**src/rtl/mpmc11_pkg.sv**
```systemverilog
// Shared types and constants for the mpmc11 write-data path.
package mpmc11_pkg;

  typedef enum logic [1:0] {
    WDF_IDLE = 2'd0,
    WDF_XFER = 2'd1,
    WDF_DONE = 2'd2
  } mpmc11_wdf_state_t;

  localparam int WDF_CNT_W = 6;

endpackage

```
**src/rtl/mpmc11_wdf_fifo.sv**
```systemverilog
// Synchronous beat buffer; head entry is presented on rdata without a read latency.
module mpmc11_wdf_fifo #(
  parameter int WIDTH = 144,
  parameter int DEPTH = 4
) (
  input  logic                     clk,
  input  logic                     rstn,
  input  logic                     push,
  input  logic [WIDTH-1:0]         wdata,
  input  logic                     pop,
  output logic [WIDTH-1:0]         rdata,
  output logic                     full,
  output logic                     empty,
  output logic [$clog2(DEPTH):0]   count
);

  localparam int AW = $clog2(DEPTH);

  logic [WIDTH-1:0] mem_r [DEPTH];
  logic [AW-1:0]    wr_ptr_r;
  logic [AW-1:0]    rd_ptr_r;
  logic [AW:0]      count_r;
  logic             push_ok_s;
  logic             pop_ok_s;

  // Overflow and underflow are refused here as well as upstream.
  assign push_ok_s = push && !full;
  assign pop_ok_s  = pop && !empty;

  assign full  = (count_r == (AW+1)'(DEPTH));
  assign empty = (count_r == {(AW+1){1'b0}});
  assign count = count_r;
  assign rdata = mem_r[rd_ptr_r];

  // Storage array; contents need no reset since the pointers define validity.
  always_ff @(posedge clk) begin
    if (push_ok_s) begin
      mem_r[wr_ptr_r] <= wdata;
    end
  end

  // Pointer and occupancy tracking; pointers wrap naturally at DEPTH.
  always_ff @(posedge clk or negedge rstn) begin
    if (!rstn) begin
      wr_ptr_r <= {AW{1'b0}};
      rd_ptr_r <= {AW{1'b0}};
      count_r  <= {(AW+1){1'b0}};
    end else begin
      if (push_ok_s) begin
        wr_ptr_r <= wr_ptr_r + AW'(1);
      end
      if (pop_ok_s) begin
        rd_ptr_r <= rd_ptr_r + AW'(1);
      end
      case ({push_ok_s, pop_ok_s})
        2'b10:   count_r <= count_r + (AW+1)'(1);
        2'b01:   count_r <= count_r - (AW+1)'(1);
        default: count_r <= count_r;
      endcase
    end
  end

endmodule

```
**src/rtl/mpmc11_app_wdf_feeder.sv**
```systemverilog
// Buffers write beats and meters them to the controller write-data FIFO one burst at a time.
module mpmc11_app_wdf_feeder
  import mpmc11_pkg::*;
#(
  parameter int DATA_WIDTH = 128,
  parameter int MASK_WIDTH = 16,
  parameter int FIFO_DEPTH = 4
) (
  input  logic                  clk,
  input  logic                  rstn,
  input  logic                  burst_req,
  input  logic [WDF_CNT_W-1:0]  burst_len,
  output logic                  burst_ack,
  input  logic                  din_valid,
  output logic                  din_ready,
  input  logic [DATA_WIDTH-1:0] din_data,
  input  logic [MASK_WIDTH-1:0] din_mask,
  input  logic                  app_wdf_rdy,
  output logic                  app_wdf_wren,
  output logic [DATA_WIDTH-1:0] app_wdf_data,
  output logic [MASK_WIDTH-1:0] app_wdf_mask,
  output logic                  app_wdf_end,
  output logic [WDF_CNT_W-1:0]  burst_cnt,
  output logic                  wr_done,
  output logic                  busy
);

  localparam int FW = DATA_WIDTH + MASK_WIDTH;
  localparam int CW = $clog2(FIFO_DEPTH) + 1;

  mpmc11_wdf_state_t    state_r, state_nxt_s;
  logic [WDF_CNT_W-1:0] len_r, cnt_r, cnt_nxt_s;
  logic                 ack_r, accept_s;
  logic                 fifo_full_s, fifo_empty_s, beat_avail_s;
  logic [CW-1:0]        fifo_count_s;
  logic [FW-1:0]        head_s;
  logic                 push_s, wren_s, xfer_s, last_s;

  assign push_s = din_valid && !fifo_full_s;
  // Occupancy is cross-checked against the empty flag before a beat is offered.
  assign beat_avail_s = !fifo_empty_s && (fifo_count_s != {CW{1'b0}});
  assign wren_s = (state_r == WDF_XFER) && beat_avail_s;
  assign xfer_s = wren_s && app_wdf_rdy;
  assign last_s = (cnt_r == len_r);

  mpmc11_wdf_fifo #(
    .WIDTH (FW),
    .DEPTH (FIFO_DEPTH)
  ) u_fifo (
    .clk   (clk),
    .rstn  (rstn),
    .push  (push_s),
    .wdata ({din_data, din_mask}),
    .pop   (xfer_s),
    .rdata (head_s),
    .full  (fifo_full_s),
    .empty (fifo_empty_s),
    .count (fifo_count_s)
  );

  // Burst sequencing: accept in IDLE, count beats in XFER, one-cycle DONE.
  always_comb begin
    state_nxt_s = state_r;
    cnt_nxt_s   = cnt_r;
    accept_s    = 1'b0;
    case (state_r)
      WDF_IDLE: begin
        if (burst_req) begin
          accept_s    = 1'b1;
          state_nxt_s = WDF_XFER;
          cnt_nxt_s   = {WDF_CNT_W{1'b0}};
        end else begin
          state_nxt_s = WDF_IDLE;
        end
      end
      WDF_XFER: begin
        if (xfer_s && last_s) begin
          state_nxt_s = WDF_DONE;
          cnt_nxt_s   = {WDF_CNT_W{1'b0}};
        end else if (xfer_s) begin
          cnt_nxt_s   = cnt_r + WDF_CNT_W'(1);
        end else begin
          cnt_nxt_s   = cnt_r;
        end
      end
      WDF_DONE: begin
        state_nxt_s = WDF_IDLE;
        cnt_nxt_s   = {WDF_CNT_W{1'b0}};
      end
      default: begin
        state_nxt_s = WDF_IDLE;
        cnt_nxt_s   = {WDF_CNT_W{1'b0}};
      end
    endcase
  end

  // Control registers.
  always_ff @(posedge clk or negedge rstn) begin
    if (!rstn) begin
      state_r <= WDF_IDLE;
      cnt_r   <= {WDF_CNT_W{1'b0}};
      len_r   <= {WDF_CNT_W{1'b0}};
      ack_r   <= 1'b0;
    end else begin
      state_r <= state_nxt_s;
      cnt_r   <= cnt_nxt_s;
      ack_r   <= accept_s;
      if (accept_s) begin
        len_r <= burst_len;
      end
    end
  end

  assign din_ready    = !fifo_full_s;
  assign burst_ack    = ack_r;
  assign app_wdf_wren = wren_s;
  assign app_wdf_end  = wren_s && last_s;
  assign app_wdf_data = head_s[FW-1:MASK_WIDTH];
  assign app_wdf_mask = head_s[MASK_WIDTH-1:0];
  assign burst_cnt    = cnt_r;
  assign wr_done      = (state_r == WDF_DONE);
  assign busy         = (state_r != WDF_IDLE);

endmodule

```
**config.mk**
```make
export PLATFORM = sky130hd
export DESIGN_NAME = mpmc11_app_wdf_feeder
export DESIGN_NICKNAME = d
export VERILOG_FILES = /design/src/rtl/mpmc11_pkg.sv /design/src/rtl/mpmc11_wdf_fifo.sv /design/src/rtl/mpmc11_app_wdf_feeder.sv
export SDC_FILE = /design/constraint.sdc
export NUM_CORES = 1
export LEC_CHECK = 0
export CORE_MARGIN = 2
export CORE_UTILIZATION = 51
export DETAILED_ROUTE_END_ITERATION = 10
export GPL_ROUTABILITY_DRIVEN = 0
export PLACE_DENSITY = 0.75
export SKIP_CTS_REPAIR_TIMING = 1
export SLEW_MARGIN = 15
export SYNTH_ARGS = -nofsm -noshare
export SYNTH_HDL_FRONTEND = slang
export SYNTH_SLANG_ARGS = --single-unit
```
**constraint.sdc**
```tcl
create_clock -name clk -period 11.4 [get_ports clk]
set_clock_uncertainty 0.05 [all_clocks]
set_input_delay 2.28 -clock clk [delete_from_list [all_inputs] [get_ports clk]]
set_output_delay 2.28 -clock clk [all_outputs]
set_load 0.005 [all_outputs]
```
# After elaboration in Yosys (flattened, before gate mapping)
# Memories as Yosys holds them, arrays and structs flattened.
# Cells that the tools add are included.
# totals
output_inout_bits,156
ram_bits,576
ff_bits,22
mem_count,1
input_bits,155
# mem_list
name,words,width,rd,rd_ports_with_merged_regs,wr,line,rtl
u_fifo.mem_r,4,144,1,0,1,mpmc11_wdf_fifo.sv:19,logic [WIDTH-1:0] mem_r [DEPTH];
# op_classes
n_eq_ne,9
n_mux,12
reduce_logical,16
add_sub_neg,5
# ops
op,count
2-to-1 mux 6 bit,3
case mux 6 bit (2 select lines),1
logical AND 1 bit,8
adder 6 x 1 -> 6 bit (second input constant),1
equality test 6 bit,1
case mux 3 bit (2 select lines),1
2-to-1 mux 1 bit,5
adder 2 x 1 -> 2 bit (second input constant),2
equality test 2 x 1 -> 1 bit (second input constant),2
equality test 2 bit (second input constant),2
case mux 2 bit (2 select lines),1
nonzero test 2 bit,2
adder 3 x 1 -> 3 bit (second input constant),1
equality test 3 bit (second input constant),1
zero test 3 bit,1
inequality test 3 x 1 -> 1 bit (second input constant),1
nonzero test 3 bit,1
subtractor 3 x 1 -> 3 bit (second input constant),1
zero test 1 bit,2
zero test 2 bit,1
2-to-1 mux 2 bit,1
inequality test 2 x 1 -> 1 bit (second input constant),1
inequality test 2 bit (second input constant),1
AND reduction 2 bit,1

# Depth between registers and ports, before layout
# Gate-level depths: netlist of run 1.
# depth
word_depth,8
ltp_mapped,10

# Modules after synthesis
# A second synthesis of run 1 with hierarchy kept.
# unflattened
cells_unflattened,863
area_unflattened_um2,22019.9
# by_module_without_submodules
mod,n_inst,area_each_um2,seq_area_each_um2,cells_each
mpmc11_wdf_fifo,1,21195.3,17471.8,789
mpmc11_app_wdf_feeder,1,824.5,375.4,74

# Worst setup path after synthesis of run 1
# No wires, ideal clock.
# synth_timing
kind,input-to-reg
startpoint,in din_valid
endpoint,"mem u_fifo.mem_r[0][0], enable pin"
path_stages,1
t_required_ps,10828
arrival_time_ps,5621
setup_time_ps,522
slack_ps,5207
cell_sequence,and3_1
# synth_via
elab_chain_cells,4
# synth_lines
element,line,rtl
"start, declared",mpmc11_app_wdf_feeder.sv:14,"input logic din_valid,"
logical AND 1 bit,mpmc11_app_wdf_feeder.sv:39,assign push_s = din_valid && !fifo_full_s;
logical AND 1 bit,mpmc11_wdf_fifo.sv:27,assign push_ok_s = push && !full;
2-to-1 mux 1 bit,mpmc11_wdf_fifo.sv:37,if (push_ok_s) begin
2-to-1 mux 1 bit (not written as such),mpmc11_wdf_fifo.sv:38,mem_r[wr_ptr_r] <= wdata;
"end, declared",mpmc11_wdf_fifo.sv:19,
# Every way passes these cells.

# Worst setup path after layout of run 1
# layout_timing
startpoint,reg u_fifo.rd_ptr_r[0]
endpoint,out app_wdf_data[91]
# layout_via
elab_chain_cells,1
# layout_lines
element,line,rtl
"start, declared",mpmc11_wdf_fifo.sv:21,logic [AW-1:0] rd_ptr_r;
"start signal, assigned",mpmc11_wdf_fifo.sv:46,rd_ptr_r <= {AW{1'b0}};
"start signal, assigned",mpmc11_wdf_fifo.sv:53,rd_ptr_r <= rd_ptr_r + AW'(1);
memory (4 x 144 bit),-,
"end, declared",mpmc11_app_wdf_feeder.sv:20,"output logic [DATA_WIDTH-1:0] app_wdf_data,"
# Every way passes these cells.

==> results_dict.tcl, run 1 <==
set metrics [dict create \
    status "completed" \
    maxSlewViolCount 0 \
    gr-usage-met2 0.304 \
    multi_input_area_sq_mm 0.00390 \
    synth_nets 1019 \
    layout-drive-gt1-share 0.208 \
    peakVddDrop_mv 0.262 \
    cts.sinks 598 \
    slew_headroom 0.313 \
    synth-seq-area-share 0.814 \
    cts.htree.levels 2 \
    synth_most_common_cell "edfxtp_1" \
    path_cells "buf_4, buf_4, mux4_2, clkdlybuf4s50_1" \
    worst-path-buf-inv 3 \
    finalPower_mw 7.10 \
    core-area_sq_mm 0.0422 \
    yosysTopAreaCellShare 0.789 \
    cp-start-kind "flop" \
    ys_warn_count 0 \
    grt_busiest_layer "met2" \
    rsz0062_at_grt "false" \
    synth_edf_count 576 \
    avgSynthCellArea_sq_um 25.6 \
    max_stage_delay_ps 850 \
    insertion_delay_ps 600 \
    drtPass1Iterations 5 \
    final_core_utilization 0.652 \
    cts.path.max_buffers 3 \
    grt_max_degree 67 \
    synthArstFlopShare 0.0368 \
    clkTransAtPathRegs_ps 60 \
    cts_tree "yes" \
    die-area_sq_mm 0.0447 \
    synthSimpleGateAreaFrac 0.00919 \
    pwr-share-comb 0.309 \
    grt_usage 0.194 \
    cp_top_family "buffers and inverters" \
    p_seq_frac 0.432 \
    setup_tns_ps 0 \
    yosysTopAreaCell "edfxtp_1" \
    port_buffers 310 \
    layout.area.seq_sq_mm 0.0179 \
    internal-power_mw 5.20 \
    via_count 10065 \
    crit_path_top_delay_cell "buf_4" \
    design_area_sq_mm 0.0275 \
    setup_viol 0 \
    pwr-share-clk 0.259 \
    placed_cell_area_sq_mm 0.0257 \
    num-nets-final 1371 \
    synth_compound_area_frac 0.00553 \
    die_w_microns 211 \
    synthFlopType "edfxtp_1" \
    synth_top_family_by_area "multiplexers" \
    min_path_type "reg2reg" \
    cp.arrival_ps 4050 \
    wire_per_inst_microns 24.0 \
    initial_core_util 0.519 \
    grt_use_met3 0.0638 \
    grt_overflow 0 \
    end_kind "primary output" \
    drt_iter0_markers 750 \
    syn-cell-area_sq_mm 0.0219 \
    cts_made_buffers 59 \
    hpwlAfterDp_microns 25600 \
    p_per_area_mw_per_mm2 258 \
    path_max_fanout 48 \
    clockRootBuffer "clkbuf_16" \
    worst_pin_slew_ps 1030 \
    postSynthCellCount 857 \
    ios 311 \
    synth-seq-cells 598 \
    max_cap_violations 0 \
    p_leak_nw 8.93 \
    synthToLayoutAreaGrowth_pct 25.5 \
    crit_type "reg2out" \
    met1_usage 0.257 \
    ys_top_cells_by_count "576 x edfxtp_1, 144 x mux4_2, 22 x dfrtp_1" \
    synthMuxAreaShare 0.152 \
    synth_area_leaders "edfxtp_1 79%, mux4_2 15%, dfrtp_1 2.5%" \
    grt_pass1_wl_microns 64100 \
    ys_types 36 \
    ant_nets 0 \
    fin_crit_ps 6380 \
    antenna_found_initial 7 \
    n_fill_cell 2747 \
    finalHoldViolations 0 \
    fp.dieH_microns 211 \
    min_period_over_period 0.559 \
    swShare 0.267 \
    power_switching_mw 1.89 \
    drt-vias-per-instance 5.60 \
    grt_pass1_vias 10582 \
    drt_wl_total_microns 43100 \
    max_clock_freq_mhz 157 \
    rows 75 \
    synth_fa_ha_area_frac 0.00434 \
    drcViolationCount 0 \
    required_ps 9070 \
    cpMostUsedCell "buf_4" \
    synthXorXnorAreaFrac 0.00599 \
]
## power groups by stage
| stage | logic (mW) | registers [mW] | clock network, mW |
|---|---|---|---|
| final | 2.19 | 3.07 | 1.84 |
| after global routing | 2.36 | 3.11 | 1.96 |
| after CTS | 2.25 | 3.08 | 1.88 |
| after detailed placement | 2.23 | 3.12 | 0 |
| after global placement | 2.22 | 3.09 | 0 |
| after floorplan | 1.17 | 3.08 | 0 |
## cell families after synthesis
kind of cell / Yosys count
xor gates and xnor gates: 15
DFF: 598
adders and majority gates: 7
AOI/OAI and AO/OA: 13
and+or+nand+nor: 31
muxes: 152
buffers and inverters: 41
## cell usage in the layout (no fill, tap or decap), drive strengths merged
cell type,synthesis,routed
o21ai,4,4
xnor2,10,10
clkinv,0,25
nor2b,2,2
o31ai,3,3
edfxtp,576,576
or2,3,3
clkbuf,1,75
dfrtp,22,22
nand2,5,5
inv,9,11
a22oi,1,1
diode,0,1
and2,2,2
mux2i,1,1
mux2,7,7
nand3,2,2
nor3,1,1
and2b,1,1
o311ai,1,1
bufinv,0,4
a21oi,3,3
o311a,1,1
nand2b,1,1
and3,5,5
fa,1,1
mux4,144,144
xor2,5,5
clkdlybuf4s50,0,310
buf,31,13
nor2,4,4
or3,3,3
ha,6,6
nand4,2,2
clkinvlp,0,3
## final cells by class
cell class,count,share of cell area
multi-input combinational,218,0.142
clock inverter,34,0.0103
clock buffer,75,0.0570
sequential,598,0.649
tap,539,0.0245
inverter,9,0.00123
timing repair buffer,323,0.116
antenna,1,0.0000909
## registers in the layout, indices dropped and copies added (netlist names)
name / count
len_r: 6
u_fifo.count: 3
state_r: 2
u_fifo.rd_ptr_r: 2
u_fifo.wr_ptr_r: 2
u_fifo.mem_r: 576
burst_cnt: 6
burst_ack: 1
## routing by layer
metal	vias up	share of wire
li1	4394	-
met1	5223	0.40
met2	341	0.48
met3	95	0.084
met4	12	0.030
met5	-	0.0019
## final timing paths
check / startpoint / to / slack (ps) / cells past startpoint
max in group asynchronous: rstn / u_fifo.rd_ptr_r[0] / 8400 / 1
hold reg to reg: len_r[5] / len_r[5] / 480 / 1
hold / removal: len_r[5] / len_r[5] / 480 / 1
setup / recovery: u_fifo.rd_ptr_r[0] / app_wdf_data[91] / 5020 / 4
min in group asynchronous: rstn / u_fifo.count[1] / 2180 / 1
setup reg to reg: u_fifo.count[0] / u_fifo.mem_r[1][24] / 8620 / 4
## stage by stage
stage          std cells  setup WS, ps  hold slack, ps
6_report            1797          5020             483
5_1_grt             1797          4620             494
4_1_cts             1796          4830             486
3_5_place_dp        1687          5520             472
3_3_place_gp        1687          5540             464
2_1_floorplan        857          5210             445
(Power assumes the default switching activity.)
==> inputs of run 2 (changes only) <==
Clock period 11.4 ns to 6.5 ns, I/O delays scaled along.
==> results_dict.tcl, run 2 (synthesis gave the netlist of run 1 again) <==
set metrics [dict create \
    drcViolationCount 0 \
    setup_viol 0 \
    setup_slack_ps 1860 \
    ios 311 \
    path_cells "buf_12, mux4_2, clkdlybuf4s50_1" \
    n_fill_cell 2752 \
    die-area_sq_mm 0.0447 \
    cts_tree "yes" \
    via_count 10038 \
    crit_type "reg2out" \
    fp.dieH_microns 211 \
    cts.path.max_buffers 3 \
    final_core_utilization 0.652 \
    max_cap_violations 0 \
    worst_pin_slew_ps 984 \
    cp-start-kind "flop" \
    route.met2.wl_microns 20600 \
    layout.area.seq_sq_mm 0.0179 \
    pre_cts_slack_ps 2370 \
    finalHoldViolations 0 \
    design_area_sq_mm 0.0275 \
    grt_overflow 0 \
    r2r_setup_slack_ps 3860 \
    end_kind "primary output" \
    initial_core_util 0.519 \
    port_buffers 310 \
    top_layer_used "met5" \
    largest_reg_flops 576 \
    crit_start "u_fifo.rd_ptr_r[0]" \
    peakVddDrop_mv 0.354 \
    placed_cell_area_sq_mm 0.0257 \
    max_stage_delay_ps 1080 \
    dp.cells 1685 \
    p_per_area_mw_per_mm2 450 \
    drt-vias-per-instance 5.61 \
    grt_pass1_vias 10629 \
    synthToLayoutAreaGrowth_pct 25.5 \
    grt_max_degree 105 \
    cts.sinks 598 \
    cts.htree.levels 2 \
    final_cell_mix "576 x edfxtp_1, 310 x clkdlybuf4s50_1, 144 x mux4_2" \
    layout-drive-gt1-share 0.207 \
    rsz0062_at_grt "false" \
    grt_pass1_wl_microns 63900 \
    required_ps 5150 \
    cts_made_buffers 57 \
    drtPass1Iterations 5 \
    multi_input_area_sq_mm 0.00390 \
    die_w_microns 211 \
    worst-path-buf-inv 2 \
    p_leak_nw 8.92 \
    drt_iter0_markers 770 \
    crit_path_top_delay_cell "dfrtp_4" \
    fin_crit_ps 4640 \
    insertion_delay_ps 590 \
    clkTransAtPathRegs_ps 60 \
    cp_top_family "flip-flops" \
    clockRootBuffer "clkbuf_16" \
    hold_start "len_r[3]" \
    met1_length_microns 17000 \
    wl_met3_microns 3680 \
    slew_headroom 0.344 \
    worstReg2RegStart "u_fifo.count[0]" \
    min_period_over_period 0.714 \
    setup_tns_ps 0 \
    final_common_cell "edfxtp_1" \
    stdcell_count 1790 \
    drt_wl_total_microns 42400 \
    status "completed" \
    antenna_found_initial 3 \
    min_path_type "reg2reg" \
    max_clock_freq_mhz 215 \
    maxSlewViolCount 0 \
    cp.arrival_ps 3290 \
    ant_nets 0 \
    num-nets-final 1367 \
    path_max_fanout 54 \
    rows 75 \
    wire_per_inst_microns 23.7 \
    core-area_sq_mm 0.0422 \
    top_register "u_fifo.mem_r" \
    hpwlAfterDp_microns 25100 \
    grt_usage 0.192 \
]
## run 2: changes by cell type in the layout (fill, tap and decap cells not counted), sizes merged
| cell | before | now |
|---|---|---|
| buf | 13 | 11 |
| bufinv | 4 | 5 |
| clkbuf | 75 | 68 |
| clkinv | 25 | 27 |
| inv | 11 | 10 |
## run 2: power by group
group	leakage (nW)	switching (mW)	total (mW)	internal, mW
Sequential	5.55	0.366	5.46	5.10
Clock	0.872	1.33	3.14	1.81
Combinational	2.50	1.59	3.79	2.20
Total	8.92	3.28	12.4	9.10
## run 2: cell type report
type                            instances  area share
Inverter                                9     0.00123
Tap cell                              539      0.0245
Multi-Input combinational cell        218       0.142
Timing Repair Buffer                  321       0.119
Clock inverter                         36      0.0117
Sequential cell                       598       0.649
Clock buffer                           68      0.0533
Antenna cell                            1   0.0000909
## run 2: stage by stage
| stage | total power, mW | hold slack (ps) |
|---|---|---|
| after floorplan | 7.45 | 445 |
| after global placement | 9.34 | 463 |
| after detailed placement | 9.42 | 471 |
| after CTS | 12.6 | 484 |
| after global routing | 13.0 | 490 |
| final | 12.4 | 477 |
## run 2: path summary, 6_finish.rpt
path / to / cells after the start
worst max-delay path: app_wdf_data[38] / 3
worst min-delay path: len_r[3] / 1
worst max register to register: u_fifo.mem_r[2][57] / 4
worst min register to register: len_r[3] / 1
max in group asynchronous: u_fifo.rd_ptr_r[1] / 1
min in group asynchronous: len_r[4] / 1
## run 2: metal layers
layer,vias to the layer above,track usage
met1,5238,0.257
met4,6,0.0617
met3,74,0.0622
met2,344,0.302
met5,-,0
li1,4376,-
